File: src/rtl/i2c_pkg.sv
// Shared I2C pad-conditioning defaults and the event payload used by the line conditioner.
package i2c_pkg;

    localparam int unsigned I2C_SYNC_STAGES_DEF   = 2;
    localparam int unsigned I2C_FILTER_CYCLES_DEF = 4;
    localparam int unsigned I2C_BUS_IDLE_DEF      = 64;

    typedef struct packed {
        logic scl_rise;
        logic scl_fall;
        logic start_det;
        logic stop_det;
    } i2c_events_t;

endpackage

File: src/rtl/i2c_glitch_filter.sv
// Per-line synchroniser chain followed by a stable-level counter that rejects short pulses.
module i2c_glitch_filter
    import i2c_pkg::*;
#(
    parameter int unsigned SYNC_STAGES   = I2C_SYNC_STAGES_DEF,
    parameter int unsigned FILTER_CYCLES = I2C_FILTER_CYCLES_DEF
) (
    input  logic clk,
    input  logic n_rst,
    input  logic pad_in,
    output logic filt
);

    localparam int unsigned CNT_W = $clog2(FILTER_CYCLES + 1);
    localparam logic [CNT_W-1:0] CNT_LAST = CNT_W'(FILTER_CYCLES - 1);

    logic [SYNC_STAGES-1:0] sync_q, sync_d;
    logic [CNT_W-1:0]       cnt_q, cnt_d;
    logic                   filt_q, filt_d;
    logic                   sync_level;

    assign sync_level = sync_q[SYNC_STAGES-1];
    assign filt       = filt_q;

    always_comb begin
        sync_d = {sync_q[SYNC_STAGES-2:0], pad_in};
        cnt_d  = '0;
        filt_d = filt_q;
        // Level only moves after FILTER_CYCLES consecutive disagreeing samples.
        if (sync_level != filt_q) begin
            if (cnt_q == CNT_LAST) begin
                filt_d = sync_level;
            end else begin
                cnt_d = cnt_q + CNT_W'(1);
            end
        end
    end

    always_ff @(posedge clk or negedge n_rst) begin
        if (!n_rst) begin
            sync_q <= '1;
            cnt_q  <= '0;
            filt_q <= 1'b1;
        end else begin
            sync_q <= sync_d;
            cnt_q  <= cnt_d;
            filt_q <= filt_d;
        end
    end

endmodule

File: src/rtl/i2c_line_conditioner.sv
// Pad-side I2C front end: filtered SDA/SCL, bus condition pulses, bus-busy tracking and
// registered open-drain pull-down enables.
module i2c_line_conditioner
    import i2c_pkg::*;
#(
    parameter int unsigned SYNC_STAGES     = I2C_SYNC_STAGES_DEF,
    parameter int unsigned FILTER_CYCLES   = I2C_FILTER_CYCLES_DEF,
    parameter int unsigned BUS_IDLE_CYCLES = I2C_BUS_IDLE_DEF
) (
    input  logic clk,
    input  logic n_rst,
    input  logic sda_pad_in,
    input  logic scl_pad_in,
    input  logic core_sda_out,
    input  logic core_scl_out,
    output logic sda_oe,
    output logic scl_oe,
    output logic sda_filt,
    output logic scl_filt,
    output logic scl_rise,
    output logic scl_fall,
    output logic start_det,
    output logic stop_det,
    output logic bus_busy
);

    localparam int unsigned IDLE_W = $clog2(BUS_IDLE_CYCLES + 1);
    localparam logic [IDLE_W-1:0] IDLE_LAST = IDLE_W'(BUS_IDLE_CYCLES - 1);

    i2c_glitch_filter #(
        .SYNC_STAGES   (SYNC_STAGES),
        .FILTER_CYCLES (FILTER_CYCLES)
    ) u_sda_filter (
        .clk    (clk),
        .n_rst  (n_rst),
        .pad_in (sda_pad_in),
        .filt   (sda_filt)
    );

    i2c_glitch_filter #(
        .SYNC_STAGES   (SYNC_STAGES),
        .FILTER_CYCLES (FILTER_CYCLES)
    ) u_scl_filter (
        .clk    (clk),
        .n_rst  (n_rst),
        .pad_in (scl_pad_in),
        .filt   (scl_filt)
    );

    logic              sda_q, sda_d;
    logic              scl_q, scl_d;
    i2c_events_t       evt_q, evt_d;
    logic              busy_q, busy_d;
    logic [IDLE_W-1:0] idle_cnt_q, idle_cnt_d;
    logic              sda_oe_q, sda_oe_d;
    logic              scl_oe_q, scl_oe_d;
    logic              idle_c;

    always_comb begin
        sda_d      = sda_filt;
        scl_d      = scl_filt;
        sda_oe_d   = ~core_sda_out;
        scl_oe_d   = ~core_scl_out;
        idle_cnt_d = '0;
        busy_d     = busy_q;
        idle_c     = busy_q & sda_filt & scl_filt;

        // START/STOP need SCL high on both sides of the SDA edge.
        evt_d.scl_rise  = scl_filt & ~scl_q;
        evt_d.scl_fall  = ~scl_filt & scl_q;
        evt_d.start_det = sda_q & ~sda_filt & scl_q & scl_filt;
        evt_d.stop_det  = ~sda_q & sda_filt & scl_q & scl_filt;

        if (idle_c) begin
            idle_cnt_d = (idle_cnt_q == IDLE_LAST) ? idle_cnt_q : idle_cnt_q + IDLE_W'(1);
        end

        // Idle timeout recovers from a lost STOP without emitting a stop pulse.
        if (evt_d.start_det) begin
            busy_d = 1'b1;
        end else if (evt_d.stop_det) begin
            busy_d = 1'b0;
        end else if (idle_c && (idle_cnt_q == IDLE_LAST)) begin
            busy_d = 1'b0;
        end
    end

    always_ff @(posedge clk or negedge n_rst) begin
        if (!n_rst) begin
            sda_q      <= 1'b1;
            scl_q      <= 1'b1;
            evt_q      <= '0;
            busy_q     <= 1'b0;
            idle_cnt_q <= '0;
            sda_oe_q   <= 1'b0;
            scl_oe_q   <= 1'b0;
        end else begin
            sda_q      <= sda_d;
            scl_q      <= scl_d;
            evt_q      <= evt_d;
            busy_q     <= busy_d;
            idle_cnt_q <= idle_cnt_d;
            sda_oe_q   <= sda_oe_d;
            scl_oe_q   <= scl_oe_d;
        end
    end

    assign scl_rise  = evt_q.scl_rise;
    assign scl_fall  = evt_q.scl_fall;
    assign start_det = evt_q.start_det;
    assign stop_det  = evt_q.stop_det;
    assign bus_busy  = busy_q;
    assign sda_oe    = sda_oe_q;
    assign scl_oe    = scl_oe_q;

    a_core_known: assert property (@(posedge clk) disable iff (!n_rst)
        !$isunknown({core_sda_out, core_scl_out}));

endmodule

File: config.mk
export PLATFORM = sky130hd
export DESIGN_NAME = i2c_line_conditioner
export DESIGN_NICKNAME = d
export VERILOG_FILES = /design/src/rtl/i2c_pkg.sv /design/src/rtl/i2c_glitch_filter.sv /design/src/rtl/i2c_line_conditioner.sv
export SDC_FILE = /design/constraint.sdc
export NUM_CORES = 1
export LEC_CHECK = 0
export ABC_AREA = 1
export CORE_ASPECT_RATIO = 1.25
export CORE_MARGIN = 2
export CORE_UTILIZATION = 47
export DETAILED_ROUTE_END_ITERATION = 12
export PLACE_DENSITY = 0.73
export SETUP_SLACK_MARGIN = 0.3
export SKIP_CTS_REPAIR_TIMING = 1
export SLEW_MARGIN = 5
export SYNTH_ARGS = -nofsm -noshare
export SYNTH_HDL_FRONTEND = slang
export SYNTH_SLANG_ARGS = --single-unit
export TNS_END_PERCENT = 1
File: constraint.sdc
create_clock -name clk -period 1.15 [get_ports clk]
set_clock_uncertainty 0.05 [all_clocks]
set_input_delay 0.345 -clock clk [delete_from_list [all_inputs] [get_ports clk]]
set_output_delay 0.345 -clock clk [all_outputs]
set_load 0.1 [all_outputs]
### Yosys cells after proc, flatten, opt, wreduce, memory -nomap -nowiden

Cells that the tools add are included.

| cells by class | value |
|---|---|
| $add $sub $neg | 3 |
| equal/unequal tests | 6 |
| mux-type cells | 9 |
| bitwise operators | 16 |
| reductions and logical operators | 4 |

Operators with widths:

| cell | number |
|---|---|
| $mux 7 | 2 |
| $mux 3 | 4 |
| $and 1x1->1 | 10 |
| $add 7x1->7 const B | 1 |
| $eq 7x6->1 const B | 1 |
| $add 3x1->3 const B | 2 |
| $eq 3x2->1 const B | 2 |
| $not 1->1 | 6 |
| $reduce_and 2->1 | 2 |
| $mux 1 | 3 |
| $reduce_bool 3->1 | 1 |
| $ne 1x1->1 | 2 |
| $ne 2x2->1 const B | 1 |
| $logic_and 1x1->1 | 1 |

| word-level totals | value |
|---|---|
| register bits after elaboration | 28 |
| input bits | 6 |
| word-level logic and storage cells | 54 |

### Depth between registers and ports, before layout

Gate-level depths: netlist (run 1).

| depth | value |
|---|---|
| word-level depth | 6 |
| mapped depth | 7 |
| gate-level depth less buffers | 7 |

### Hierarchy

Synthesis (run 1) repeated with hierarchy kept, for this count alone.

| second synthesis, totals | value |
|---|---|
| cells, all modules | 125 |
| area, all modules | 1177.4 sq um |

Modules (own cells, without submodules):

| module | instances | cells each | area an instance (sq um) |
|---|---|---|---|
| i2c_line_conditioner | 1 | 75 | 691.9 |
| i2c_glitch_filter | 2 | 25 | 242.7 |

### Least setup slack after synthesis (run 1)

Ideal clock, no wire load.

| timing | value |
|---|---|
| path kind | register to register |
| start | register busy_q, in the netlist bus_busy |
| end | register busy_q, in the netlist bus_busy |
| setup time | 118 ps |
| arrival | 1468 ps |
| required time | 982 ps |
| slack | -486 ps |
| cell stages (with the launch flop) | 6 |
| buffers on the path | 0 |
| period minus slack after synthesis | 1636 ps |
| path through | dfrtp_1 nand3_2 inv_2 nand3_4 nand2_1 nand2_1 |

| on the way | value |
|---|---|
| word-level cells in the longest chain between the ends | 4 |

RTL lines:

| element | line | text |
|---|---|---|
| start: declaration | i2c_line_conditioner.sv:53 | `logic busy_q, busy_d;` |
| start signal: assignment | i2c_line_conditioner.sv:101 | `busy_q <= busy_d;` |
| $and 1x1->1 (2 in series) | i2c_line_conditioner.sv:66 | `idle_c = busy_q & sda_filt & scl_filt;` |
| $logic_and 1x1->1 | i2c_line_conditioner.sv:83 | `end else if (idle_c && (idle_cnt_q == IDLE_LAST)) begin` |
| $reduce_bool 3->1 (no source line) | -- |  |

No other way between the ends.
A chain may end at the register's enable or synchronous reset.

### Worst setup path after layout (run 1)

| timing | value |
|---|---|
| start | register u_sda_filter.filt_q, in the netlist u_sda_filter.filt |
| end | output port sda_filt |

RTL lines:

| element | line | text |
|---|---|---|
| start: declaration | i2c_glitch_filter.sv:19 | `logic filt_q, filt_d;` |
| start signal: assignment | i2c_glitch_filter.sv:47 | `filt_q <= filt_d;` |
| end: declaration | i2c_line_conditioner.sv:18 | `output logic sda_filt,` |

No word-level cell between the ends.

==> run metrics, run 1 <==
status finished with violations; failing checks setup timing; clk root buf clkbuf_4; worst slew pin tran 322 ps; Tcrit/Tclk final 136%; NetSw between 1500 and 2000 µW; Syn Nets 110; maximum clock path buffer count 2; static leakage power roughly 0.00075 µW; Die Ht between 50 and 60 µm; CTS tree done; Finished Layout Cells about 160; multi-input logic area 383 µm²; nets ~140; Port Buffers 14; Arr. time, crit path ~1200 ps; Worst Setup SP u_sda_filter.filt$_DFFE_PN1P_; FF-to-FF End bus_busy$_DFFE_PN0P_; worst hold path type primary input to async pin; Final HPWL DP about 1400 µm; Placed Cells incl. Taps around 160; share of layout cells above drive strength 1 between 30 and 40%; global-route wire length before repair 3180 µm; Initial Utilization roughly 50%; Final Hold Viols 0; Top delay family on crit path flip-flops; power share of the combinational group a little over half; Worst Reg-to-Reg Cells 6; Required @ worst endpoint 750 ps; Worst-Skew Late Latency slightly above 300 ps; vias post-DR about 750; total track usage 16.2%; die area around 2800 µm²; crit path cell chain buf_12; simple-gate share of the synthesized area 21.3%; Critical Path End Type output port; dpl ws -85.3 ps; mux share of post-synthesis cell area 1.02%; Seq. cell area 719 µm²; kind of critical path flip-flop to output port; Mean Syn Cell Area approximately 11 µm²; vias in the first global route 777; I/O pins 15; FILL cells between 150 and 200; Crit. path cell count 1; clock power share around 11%; Synth Warn # 0; setup slack after layout -417 ps; number of synthesized register bits 28; RSZ-0062 raised after global routing true; Placeable Area between 2000 and 2500 µm²; Avg WL per Cell around 12 µm; Pre-Repair DR Iteration Count 4; Die X roughly 47 µm; min cycle time layout between 1500 and 2000 ps; number of max-cap violations 0; Max stage delay on crit path 680 ps; Worst-path clk slew 140 ps; share of the yosys chip area belonging to registers 64.4%; pin count of the biggest net entering global routing 29; Rows 19; area delta synth->final 42.9%; Int Pwr about 2400 µW; grt ovf 0; register share of total power 36.1%; post-route ant nets 0; Synth Area in Compound Gates between 3 and 4%; Iter 0 DRT Violations 4; crit-path max FO 6; Final Max Slew Viols 0; startpoint types flip-flop; ant diodes 0; via/cell ratio 4.65; Distinct cells, synth 21; synthesized area ~1100 µm²; FMAX 0.638 GHz; end point of the critical path sda_filt; reg2reg start u_scl_filter.filt$_DFFE_PN1P_; slowest cell on the critical path dfstp_4; CTS buffer count 3; PwrDens 2670 nW/µm²; Synth Instances around 100; DR DRC count 0; setup TNS -3380 ps; XOR/XNOR Fraction of Synth Area approximately 1.6%; FF-to-FF setup slack -200 ps; Finish-stage setup viols 20; Max VDD drop between 2000 and 2500 µV; Post-Synth Adder-Cell Area under 10%; largest family of logic cells by synthesized area simple AND/OR/NAND/NOR gates; CP bufs+invs 1; switching share of power between 40% and 50%; Post-Route WL roughly 1900 µm; CTS H-Tree Depth 1; headroom to the max-slew limit about 78%; initial antenna violation count 0; routability-driven placement congestion ratio 0.750; CTS sink cnt 28
routing by layer:
layer	up-vias	part of all wire [%]	global-route usage [%]
li1	377	-	-
met1	367	40	20.8
met2	8	58	26.6
met3	2	1.2	1.87
met4	0	0.75	7.14
met5	-	0	0
worst min-delay path by stage:
| stage | from | endpoint | cells past startpoint |
|---|---|---|---|
| after floorplan | n_rst | bus_busy$_DFFE_PN0P_ | 0 |
| after global placement | u_scl_filter.sync_q[0]$_DFF_PN1_ | u_scl_filter.sync_q[1]$_DFF_PN1_ | 0 |
| after detailed placement | u_scl_filter.sync_q[0]$_DFF_PN1_ | u_scl_filter.sync_q[1]$_DFF_PN1_ | 0 |
| after CTS | n_rst | scl_rise$_DFF_PN0_ | 2 |
| after global routing | n_rst | scl_oe$_DFF_PN0_ | 2 |
| final | n_rst | u_scl_filter.cnt_q[1]$_DFF_PN0_ | 2 |
stage by stage:
stage / power (µW) / area (µm²) / util (%) / hold slack [ps]
floorplan: 2730 / 1120 / - / -0.591
global placement: 3560 / 1480 / 66.9 / 297
detailed placement: 3600 / 1480 / 66.9 / 299
CTS: 4050 / 1520 / 68.5 / 309
global route: 4430 / 1580 / 71.3 / 302
finish: 4220 / 1580 / 71.3 / 306
area by class of cell:
| cell class | instances | area share, % |
|---|---|---|
| Timing Repair Buffer | 26 | 21.6 |
| Multi-Input combinational cell | 58 | 24.3 |
| Clock buffer | 4 | 2.30 |
| Sequential cell | 28 | 45.6 |
| Inverter | 15 | 3.73 |
| Tap cell | 31 | 2.46 |
registers in the layout (all words and copies together), names as in the netlist:
| signal | flops |
|---|---|
| u_scl_filter.filt | 1 |
| u_scl_filter.sync_q | 2 |
| scl_oe | 1 |
| u_sda_filter.cnt_q | 3 |
| start_det | 1 |
| scl_rise | 1 |
| idle_cnt_q | 7 |
| u_sda_filter.sync_q | 2 |
| u_scl_filter.cnt_q | 3 |
| u_sda_filter.filt | 1 |
| stop_det | 1 |
| sda_q | 1 |
| scl_fall | 1 |
| sda_oe | 1 |
| bus_busy | 1 |
| scl_q | 1 |
cell usage in the layout, fill, tap and decap left out, types with 2 or more instances in the layout:
cell,count
dfrtp_1,19
nand2_1,18
inv_1,13
buf_12,10
buf_4,9
nor2_1,8
nand3_1,7
dfstp_2,6
clkdlybuf4s50_1,5
clkbuf_4,3
nor2_2,2
nor3_1,2
nand3_4,2
o21ai_2,2
ha_1,2
buf_6,2
dfstp_4,2
cells in the mapped netlist (all sizes together):
master,count,area [µm²]
nor2,11,48.8
xnor2,2,17.5
dfrtp,20,500
inv,15,56.3
ha,3,37.5
nand2,19,71.3
nand3,10,72.6
nand4,1,6.26
o21bai,1,7.51
o21ai,3,22.5
a21oi,1,5.00
mux2,1,11.3
nor3b,2,15.0
dfstp,8,210
nor3,3,15.0
or2,1,6.26
power groups by stage:
stage	registers, µW	clock network, µW	logic [µW]
finish	1520	454	2240
global route	1550	511	2370
CTS	1540	469	2040
detailed placement	1560	0	2040
global placement	1550	0	2010
floorplan	2350	0	382
kinds of logic (layout without fill, tap and decap cells):
logic type	after synthesis	in the layout
DFF	28	28
muxes	1	1
and+or+nand+nor	47	47
adders and majority gates	3	3
buffers and inverters	15	45
xor gates and xnor gates	2	2
AOI/OAI and AO/OA	5	5
Note: power is estimated with default switching activity, not from simulation.
==> inputs of run 2 (changes only) <==
--- a/config.mk
+++ b/config.mk
@@ -7,9 +7,10 @@
 export LEC_CHECK = 0
 export ABC_AREA = 1
 export CORE_ASPECT_RATIO = 1.25
-export CORE_MARGIN = 2
+export CORE_MARGIN = 4
 export CORE_UTILIZATION = 47
 export DETAILED_ROUTE_END_ITERATION = 12
+export MAX_ROUTING_LAYER = met4
 export PLACE_DENSITY = 0.73
 export SETUP_SLACK_MARGIN = 0.3
 export SKIP_CTS_REPAIR_TIMING = 1
==> run 2 against run 1 <==
  * The flow still finishes with violations (setup timing)
  * Worst hold slack got worse by 19 ps
  * Power rose by 1.8%
  * Final cell count rose by 2.5%
  * Fmax rose by 1.2%
  * Routed wire length fell by 2.5%
  * Via count rose by 3.8%
==> run metrics, run 2 (synthesized netlist as in run 1, its figures left out) <==
status finished with violations; failing checks setup timing; crit-path max FO 3 (-3); initial antenna violation count 0 (unchanged); Final Hold Viols 0 (unchanged); FMAX 0.646 GHz (+1.2%); Final HPWL DP 1460 µm (+5.1%); pin count of the biggest net entering global routing 17 (-41%); post-route ant nets 0 (unchanged); Worst-Skew Late Latency 320 ps (about the same); PwrDens 2680 nW/µm² (about the same); vias post-DR 783 (+3.8%); Final Max Slew Viols 0 (unchanged); Core Util, Final 72.5% (+1.2 points); total track usage 14.1% (-2.1 points); crit path cell chain buf_12; Placeable Area 2210 µm² (unchanged); reg2reg start u_scl_filter.filt$_DFFE_PN1P_; Critical Path End Type output port; most common cell after layout, fill and taps aside dfrtp_1; Max stage delay on crit path 660 ps (-20 ps); Initial Utilization 49.9% (unchanged); slowest cell on the critical path dfstp_4; via/cell ratio 4.72 (+1.3%); nets 145 (+2.8%); I/O pins 15 (unchanged); vias in the first global route 783 (+0.77%); area delta synth->final 45.2%; Total Power 4290 µW (+1.8%); Die Ht 62.2 µm (+6.9%); FF-to-FF End bus_busy$_DFFE_PN0P_; Finish-stage setup viols 23 (+15%); Die X 51.3 µm (+8.4%); headroom to the max-slew limit 86.9% (+8.5 points); most frequent cells in the layout 19 x dfrtp_1, 17 x nand2_1, 15 x buf_4; share of layout cells above drive strength 1 42.2% (+3.3 points); worst slew pin tran 197 ps (-125 ps); Top reg by flops idle_cnt_q; Arr. time, crit path 1150 ps (-20 ps); FILL cells 155 (-3.7%); clk root buf clkbuf_4; maximum clock path buffer count 2 (unchanged); global-route wire length before repair 3390 µm (+6.5%); kind of critical path flip-flop to output port; dpl cell area 1480 µm² (+0.17%); design area 1600 µm² (+1.7%); setup TNS -3420 ps (-38.7 ps); Iter 0 DRT Violations 20 (+16); CTS H-Tree Depth 1 (unchanged); biggest regs idle_cnt_q (7), u_scl_filter.cnt_q (3), u_sda_filter.cnt_q (3); Avg WL per Cell 11.0 µm (-4.9%); setup slack after layout -398 ps (+18.7 ps); Port Buffers 14 (unchanged); CTS tree done; WHS 287 ps (-18.6 ps); Tcrit/Tclk final 135% (-1.6 points); Required @ worst endpoint 750 ps (about the same); number of max-cap violations 0 (unchanged); CTS buffer count 3 (unchanged); FF-to-FF setup slack -170 ps (+30 ps); RSZ-0062 raised after global routing true; worst hold path type primary input to async pin; Max VDD drop 2230 µV (+5.3%); die area 3190 µm² (+16%); grt ovf 0 (unchanged); Worst Reg-to-Reg Cells 6 (unchanged); Worst-path clk slew 130 ps (about the same); routability-driven placement congestion ratio 0.741 (-1.2%); CP bufs+invs 1 (unchanged); static leakage power 0.000762 µW (+2.1%); startpoint types flip-flop; Pre-Repair DR Iteration Count 5 (+1); Largest register FFs 7 (unchanged); min cycle time layout 1550 ps (-18.7 ps); Rows 19 (unchanged); Crit. path cell count 1 (unchanged); DR DRC count 0 (unchanged); Top delay family on crit path flip-flops; Post-Route WL 1830 µm (-2.5%); CTS sink cnt 28 (unchanged); ant diodes 0 (unchanged)
-- run 2: layer usage --
metal | track usage [%] | vias to the layer above | part of all wire (%)
li1 | - | 383 | -
met1 | 17.6 | 374 | 41
met2 | 21.5 | 18 | 52
met3 | 1.67 | 8 | 3.7
met4 | 8.85 | 0 | 3.8
met5 | - | - | 0
-- run 2: per-stage QoR --
step,instances,setup WS [ps]
6_report,166,-398
5_1_grt,166,-440
4_1_cts,162,-456
3_5_place_dp,158,-118
3_3_place_gp,158,-74.0
2_1_floorplan,101,-259
-- run 2: area by class of cell --
class	instances	area, µm²	area share [%]
clock buffers	4	36.3	2.26
inverters	15	58.8	3.67
multi-input cells	58	395	24.7
flip-flops and latches	28	719	44.9
well taps	31	38.8	2.42
repair buffers	30	354	22.1
-- run 2: worst max-delay path by stage --
stage	slack, ps	end	startpoint
floorplan	-260	bus_busy$_DFFE_PN0P_	u_scl_filter.filt$_DFFE_PN1P_
global placement	-70	sda_filt	u_sda_filter.filt$_DFFE_PN1P_
detailed placement	-120	u_scl_filter.cnt_q[0]$_DFF_PN0_	u_scl_filter.filt$_DFFE_PN1P_
CTS	-460	scl_filt	u_scl_filter.filt$_DFFE_PN1P_
global route	-440	scl_filt	u_scl_filter.filt$_DFFE_PN1P_
finish	-400	sda_filt	u_sda_filter.filt$_DFFE_PN1P_
-- run 2: where the power goes --
group / switching (µW) / leakage [µW] / internal (µW)
Sequential: 201 / 0.000349 / 1300
Clock: 260 / 0.0000210 / 194
Combinational: 1370 / 0.000392 / 964
-- run 2: worst register-to-register path, cell delays in order, from the launching register on --
cell and delay [ps]:
dfstp_4 660, buf_4 130, nand3_4 80, inv_4 70, nand3_4 110, nand2_1 80
nand2_1 40
==> inputs of run 3 (changes only) <==
--- a/config.mk
+++ b/config.mk
@@ -9,6 +9,7 @@
 export CORE_ASPECT_RATIO = 1.25
 export CORE_MARGIN = 4
 export CORE_UTILIZATION = 47
+export CTS_CLUSTER_SIZE = 25
 export DETAILED_ROUTE_END_ITERATION = 12
 export MAX_ROUTING_LAYER = met4
 export PLACE_DENSITY = 0.73
==> results of run 3 <==
The final DEF is identical to that of run 2; final timing and power are the same.
